**src/rtl/network_pkg.sv**
```systemverilog
// Shared constants and types for the SNN network core and its downstream
// classification stage.
package network_pkg;

  // Number of output neurons, one per digit class.
  localparam int OUTPUT_SIZE     = 10;
  localparam int CLASS_IDX_WIDTH = $clog2(OUTPUT_SIZE);

  // Default widths of the classifier window/step counter and spike counters.
  localparam int DEFAULT_WINDOW_WIDTH = 8;
  localparam int DEFAULT_COUNT_WIDTH  = 8;

  typedef enum logic [1:0] {
    IDLE,
    ACCUM,
    ARGMAX,
    DONE
  } classifier_state_e;

endpackage

```
**src/rtl/snn_spike_counter.sv**
```systemverilog
// One per-neuron spike counter: synchronous clear, increment enable,
// saturates at all-ones instead of wrapping.
module snn_spike_counter
  import network_pkg::*;
#(
  parameter int COUNT_WIDTH = DEFAULT_COUNT_WIDTH
) (
  input  logic                   clk,
  input  logic                   rst_n,
  input  logic                   clr,
  input  logic                   inc,
  output logic [COUNT_WIDTH-1:0] count
);

  localparam logic [COUNT_WIDTH-1:0] CNT_MAX = '1;

  logic [COUNT_WIDTH-1:0] count_q;
  logic [COUNT_WIDTH-1:0] count_d;

  // Next count: clear wins over increment; hold once saturated.
  always_comb begin
    // NOTE: assign every always_comb output a default first so no path leaves
    // it unassigned; otherwise synthesis infers a latch.
    count_d = count_q;
    if (clr) begin
      count_d = '0;
    end else if (inc && (count_q != CNT_MAX)) begin
      count_d = count_q + COUNT_WIDTH'(1);
    end
  end

  // Counter register.
  always_ff @(posedge clk or negedge rst_n) begin
    // NOTE: sequential state uses non-blocking (<=) so every flop samples
    // pre-edge values; blocking (=) here would create order-dependent races.
    if (!rst_n) begin
      count_q <= '0;
    end else begin
      count_q <= count_d;
    end
  end

  assign count = count_q;

endmodule

```
**src/rtl/snn_spike_classifier.sv**
```systemverilog
// Counts output-neuron spikes over a programmable window of timesteps, then
// scans the counts one neuron per cycle to report the winning digit, its
// count and tie / no-spike flags.
module snn_spike_classifier
  import network_pkg::*;
#(
  parameter int WINDOW_WIDTH = DEFAULT_WINDOW_WIDTH,
  parameter int COUNT_WIDTH  = DEFAULT_COUNT_WIDTH
) (
  input  logic                       clk,
  input  logic                       rst_n,
  input  logic                       start,
  input  logic [WINDOW_WIDTH-1:0]    window_len,
  input  logic                       step_valid,
  input  logic [OUTPUT_SIZE-1:0]     digit_spikes,
  output logic                       busy,
  output logic                       result_valid,
  output logic [CLASS_IDX_WIDTH-1:0] predicted_digit,
  output logic [COUNT_WIDTH-1:0]     max_count,
  output logic                       tie,
  output logic                       no_spike
);

  localparam logic [CLASS_IDX_WIDTH-1:0] LAST_IDX = CLASS_IDX_WIDTH'(OUTPUT_SIZE - 1);
  localparam logic [WINDOW_WIDTH-1:0]    ONE_STEP = WINDOW_WIDTH'(1);

  classifier_state_e state_q, state_d;

  logic [WINDOW_WIDTH-1:0]    len_q, len_d;
  logic [WINDOW_WIDTH-1:0]    step_q, step_d;
  logic [WINDOW_WIDTH-1:0]    step_next;
  logic [CLASS_IDX_WIDTH-1:0] scan_q, scan_d;
  logic [COUNT_WIDTH-1:0]     best_q, best_d;
  logic [CLASS_IDX_WIDTH-1:0] idx_q, idx_d;
  logic                       tie_scan_q, tie_scan_d;

  logic                       busy_q, busy_d;
  logic                       result_valid_q, result_valid_d;
  logic [CLASS_IDX_WIDTH-1:0] predicted_digit_q, predicted_digit_d;
  logic [COUNT_WIDTH-1:0]     max_count_q, max_count_d;
  logic                       tie_q, tie_d;
  logic                       no_spike_q, no_spike_d;

  logic [COUNT_WIDTH-1:0]     counts [OUTPUT_SIZE];
  logic [COUNT_WIDTH-1:0]     scan_count;
  logic                       clr_counts;
  logic [OUTPUT_SIZE-1:0]     inc_counts;

  // Counters clear on an accepted start and count only valid ACCUM steps.
  assign clr_counts = (state_q == IDLE) && start;
  assign inc_counts = ((state_q == ACCUM) && step_valid) ? digit_spikes : '0;

  for (genvar g = 0; g < OUTPUT_SIZE; g++) begin : g_counter
    snn_spike_counter #(
      .COUNT_WIDTH(COUNT_WIDTH)
    ) u_counter (
      .clk  (clk),
      .rst_n(rst_n),
      .clr  (clr_counts),
      .inc  (inc_counts[g]),
      .count(counts[g])
    );
  end

  assign scan_count = counts[scan_q];
  assign step_next  = step_q + ONE_STEP;

  // FSM next state: window accumulation, argmax scan and result capture.
  always_comb begin
    state_d           = state_q;
    len_d             = len_q;
    step_d            = step_q;
    scan_d            = scan_q;
    best_d            = best_q;
    idx_d             = idx_q;
    tie_scan_d        = tie_scan_q;
    busy_d            = busy_q;
    result_valid_d    = 1'b0;
    predicted_digit_d = predicted_digit_q;
    max_count_d       = max_count_q;
    tie_d             = tie_q;
    no_spike_d        = no_spike_q;

    unique case (state_q)
      IDLE: begin
        busy_d = 1'b0;
        if (start) begin
          state_d = ACCUM;
          busy_d  = 1'b1;
          step_d  = '0;
          // A zero-length window still consumes one timestep.
          len_d   = (window_len == '0) ? ONE_STEP : window_len;
        end
      end
      ACCUM: begin
        if (step_valid) begin
          step_d = step_next;
          if (step_next == len_q) begin
            state_d = ARGMAX;
            scan_d  = '0;
          end
        end
      end
      ARGMAX: begin
        // Strict greater-than keeps the lowest index on ties.
        if (scan_q == '0) begin
          best_d     = scan_count;
          idx_d      = '0;
          tie_scan_d = 1'b0;
        end else if (scan_count > best_q) begin
          best_d     = scan_count;
          idx_d      = scan_q;
          tie_scan_d = 1'b0;
        end else if (scan_count == best_q) begin
          tie_scan_d = 1'b1;
        end
        if (scan_q == LAST_IDX) begin
          state_d = DONE;
        end else begin
          scan_d = scan_q + CLASS_IDX_WIDTH'(1);
        end
      end
      DONE: begin
        predicted_digit_d = idx_q;
        max_count_d       = best_q;
        tie_d             = tie_scan_q;
        no_spike_d        = (best_q == '0);
        result_valid_d    = 1'b1;
        state_d           = IDLE;
      end
      default: state_d = IDLE;
    endcase
  end

  // FSM, scan and registered-output flops.
  always_ff @(posedge clk or negedge rst_n) begin
    if (!rst_n) begin
      state_q           <= IDLE;
      len_q             <= '0;
      step_q            <= '0;
      scan_q            <= '0;
      best_q            <= '0;
      idx_q             <= '0;
      tie_scan_q        <= 1'b0;
      busy_q            <= 1'b0;
      result_valid_q    <= 1'b0;
      predicted_digit_q <= '0;
      max_count_q       <= '0;
      tie_q             <= 1'b0;
      no_spike_q        <= 1'b0;
    end else begin
      state_q           <= state_d;
      len_q             <= len_d;
      step_q            <= step_d;
      scan_q            <= scan_d;
      best_q            <= best_d;
      idx_q             <= idx_d;
      tie_scan_q        <= tie_scan_d;
      busy_q            <= busy_d;
      result_valid_q    <= result_valid_d;
      predicted_digit_q <= predicted_digit_d;
      max_count_q       <= max_count_d;
      tie_q             <= tie_d;
      no_spike_q        <= no_spike_d;
    end
  end

  assign busy            = busy_q;
  assign result_valid    = result_valid_q;
  assign predicted_digit = predicted_digit_q;
  assign max_count       = max_count_q;
  assign tie             = tie_q;
  assign no_spike        = no_spike_q;

endmodule

```
**config.mk**
```make
export PLATFORM = sky130hd
export DESIGN_NAME = snn_spike_classifier
export DESIGN_NICKNAME = d
export VERILOG_FILES = /design/src/rtl/network_pkg.sv /design/src/rtl/snn_spike_counter.sv /design/src/rtl/snn_spike_classifier.sv
export SDC_FILE = /design/constraint.sdc
export NUM_CORES = 1
export LEC_CHECK = 0
export ABC_CLOCK_PERIOD_IN_PS = 6100
export BUFFER_PORTS_ARGS = -buffer_cell sky130_fd_sc_hd__buf_2
export CORE_ASPECT_RATIO = 0.75
export CORE_UTILIZATION = 49
export CTS_BUF_LIST = sky130_fd_sc_hd__clkbuf_16
export DETAILED_ROUTE_END_ITERATION = 10
export PLACE_DENSITY = 0.66
export SLEW_MARGIN = 15
export SYNTH_ARGS = -nofsm -noshare
export SYNTH_HDL_FRONTEND = slang
export SYNTH_SLANG_ARGS = --single-unit
```
**constraint.sdc**
```tcl
create_clock -name clk -period 6.1 [get_ports clk]
set_clock_uncertainty 0.15 [all_clocks]
set_input_delay 0 -clock clk [delete_from_list [all_inputs] [get_ports clk]]
set_output_delay 0 -clock clk [all_outputs]
set_load 0.01 [all_outputs]
```
==> impl_metrics.ini <==
[run_status]
status = complete, no violations

[setup_path]
start_kind = flip-flop
path_cells = mux4_2, mux2i_1, o22ai_1, ha_1, nand4_1, o211ai_1, and3_1, mux2_2
critPathMaxStageDelay_ns = 0.87
crit_slowest_cell = dfrtp_1
worstPathArrival_ns = 3.89
end_kind = flip-flop
cp.required_ns = 6.26
path_max_fanout = 22
worstSetupPathType = flip-flop to flip-flop
r2r_slack_ns = 2.37

[die]
die_y_um = 107
die_x_um = 142
io_pins = 38
rows = 38
coreArea_sq_um = 14400
start_util_pct = 50.1
die_area_sq_um = 15200

[synthesis]
ys_seq_elements = 131
ys_seq_area_share_pct = 45.4
synth_top_area_share_pct = 45.4
synth_cell_types = 50
synth_fp_nets = 755
yosysWarnings = 0
syn_inst = 706
synth_edf_count = 0
syn_area_sq_um = 7220
synthTopCellsByArea = dfrtp_1, mux4_2, xor2_1
yosysTopAreaCell = dfrtp_1
synth_area_per_cell_sq_um = 10.2
async_reset_ff_share_pct = 100
synth_flop_cell = dfrtp_1

[sta]
relSlewSlack_pct = 35.7
worstMarginPinSlew_ns = 0.964
fmax_mhz = 268
hold_viol = 0
whs_ns = 0.00841
period_minus_slack_ns = 3.73
rsz0062_at_grt = no
setup_slack_ns = 2.37
drv_slew = 0
setup_violations = 0
fin_crit_sh_pct = 61.2
setup_tns_ns = 0

[routing]
drt-total-wl_mm = 16.4
vias = 5598
dr.pass1.iters = 5
post_drt_via_cell_ratio = 5.77
drtIter0Drc = 543
antenna_left = 0
drc_errors = 0
post_drt_wl_per_cell_um = 16.9

[cts]
clock_sinks = 131
cts_setup_buffers = 0
root_buffer = clkbuf_16
cts_tree = done
clockBufferDepth = 2
clk-insertion-delay-late_ns = 0.43
cts-buffers-inserted = 17
path_clk_slew_ns = 0.06
htree_levels = 4

[grt]
antenna_found_initial = 0
grt_pass1_vias = 5316
grtUsageMet1_pct = 32.7
grt_pass1_wl_mm = 27.3
use_met2_pct = 35.6
grt_overflow = 0
grt-busiest-layer = met2
grt_usage_pct = 23.4
gr-usage-met3_pct = 5.49
grt_max_degree = 88

[finish]
antenna_cells = 0
final_nets = 807
final_cell_mix = dfrtp_1, nor2_1, nand2_1
fillers = 1202
synthToLayoutAreaGrowth_pct = 16.7
mostFrequentLayoutCell = dfrtp_1
drive_above_1_share_pct = 13.6
design_area_sq_um = 8430

[place]
dp_worst_setup_slack_ns = 1.98
post_dp_cell_area_sq_um = 7540
hpwl_mm = 11.0
place_congestion = 0.872
port_buffers = 37

[power_and_ir_drop]
peakVddDrop_uv = 218
powerDensity_nw_per_um2 = 392
p_leak_uw = 0.00392

[flow_run]
max-cap-violations = 0

[worst_hold_path]
hold_path_class = primary input to asynchronous set/reset pin
[registers in the layout, indices dropped and copies added, names as in the netlist, 2 cells and up]
name / cells
best_q: 8
g_counter.u_counter.count: 80
idx_q: 4
len_q: 8
max_count: 8
predicted_digit: 4
scan_q: 4
state_q: 2
step_q: 8
[cells by family (layout without fill, tap and decap cells)]
| kind of cell | after synthesis | in the layout | synth area share [%] |
|---|---|---|---|
| compound gates | 107 | 107 | 9.74 |
| xor+xnor | 56 | 56 | 6.79 |
| fa+ha+maj | 27 | 27 | 4.68 |
| buf+inv | 53 | 118 | 2.95 |
| flops | 131 | 131 | 45.4 |
| mux | 71 | 71 | 13.0 |
| simple gates | 261 | 261 | 17.4 |
[path summary, 6_finish.rpt]
kind,from,end,depth (start not counted)
setup reg to reg,scan_q[1],best_q[2],8
hold reg to reg,idx_q[3],idx_q[3],1
max in group asynchronous,rst_n,scan_q[0],3
min in group clk,digit_spikes[5],g_counter[5].u_counter.count[1],4
setup / recovery,scan_q[1],best_q[2],8
hold / removal,rst_n,step_q[3],2
[cell usage after synthesis, types with 3 or more instances]
cell type,instances
mux4_2,16
dfrtp_1,131
xnor2_1,15
buf_1,3
nor2b_1,5
mux2_1,8
o211ai_1,3
o211a_1,8
a31oi_1,4
clkbuf_1,23
o22ai_1,7
o21ai_0,14
a21o_1,5
nor2_1,74
inv_1,20
a21oi_1,26
nand4_1,29
mux2i_1,31
ha_1,27
xor2_1,41
mux2_2,16
nand3_1,26
a22o_1,5
o21ai_1,20
buf_2,5
and3_1,14
nor4_1,5
nor3_1,7
nand2_1,67
or3_1,22
[through the flow]
stage | utilization [%] | total power, uW | cells
6_report | 58.5 | 3300 | 971
5_1_grt | 58.5 | 3500 | 971
4_1_cts | 58.5 | 3320 | 971
3_5_place_dp | 52.4 | 2170 | 913
3_3_place_gp | 52.4 | 2120 | 913
2_1_floorplan | - | 1920 | 706
[layout make-up]
cell class                      count  area (sq um)  share of cell area [%]
Clock inverter                     15           198                    2.35
Inverter                           20          75.1                   0.891
Tap cell                          200           250                    2.97
Sequential cell                   131          3280                    38.9
Clock buffer                       17           425                    5.05
Timing Repair Buffer               66           470                    5.58
Multi-Input combinational cell    522          3730                    44.3
[worst max-delay path, delay by kind of cell (launching register included)]
family,cells,cell delay [ns]
mux,3,1.22
fa+ha+maj,1,0.33
compound gates,2,0.33
flops,1,0.87
simple gates,2,0.70
[power by group]
| part | leakage [uW] | internal (uW) | switching [uW] | total [uW] |
|---|---|---|---|---|
| registers | 0.00178 | 1020 | 231 | 1250 |
| logic | 0.00183 | 451 | 509 | 960 |
| clock network | 0.000309 | 714 | 381 | 1090 |
[what timing repair did]
action	in CTS	in global routing
hold buffers	26	0
hold endpoints to repair	93	0
gates resized for setup	0	0
[routing by layer]
metal	share of wire (%)	vias up
li1	-	2638
met1	47	2763
met2	45	166
met3	5.2	31
met4	2.2	0
met5	0	-
(Power assumes the default switching activity.)
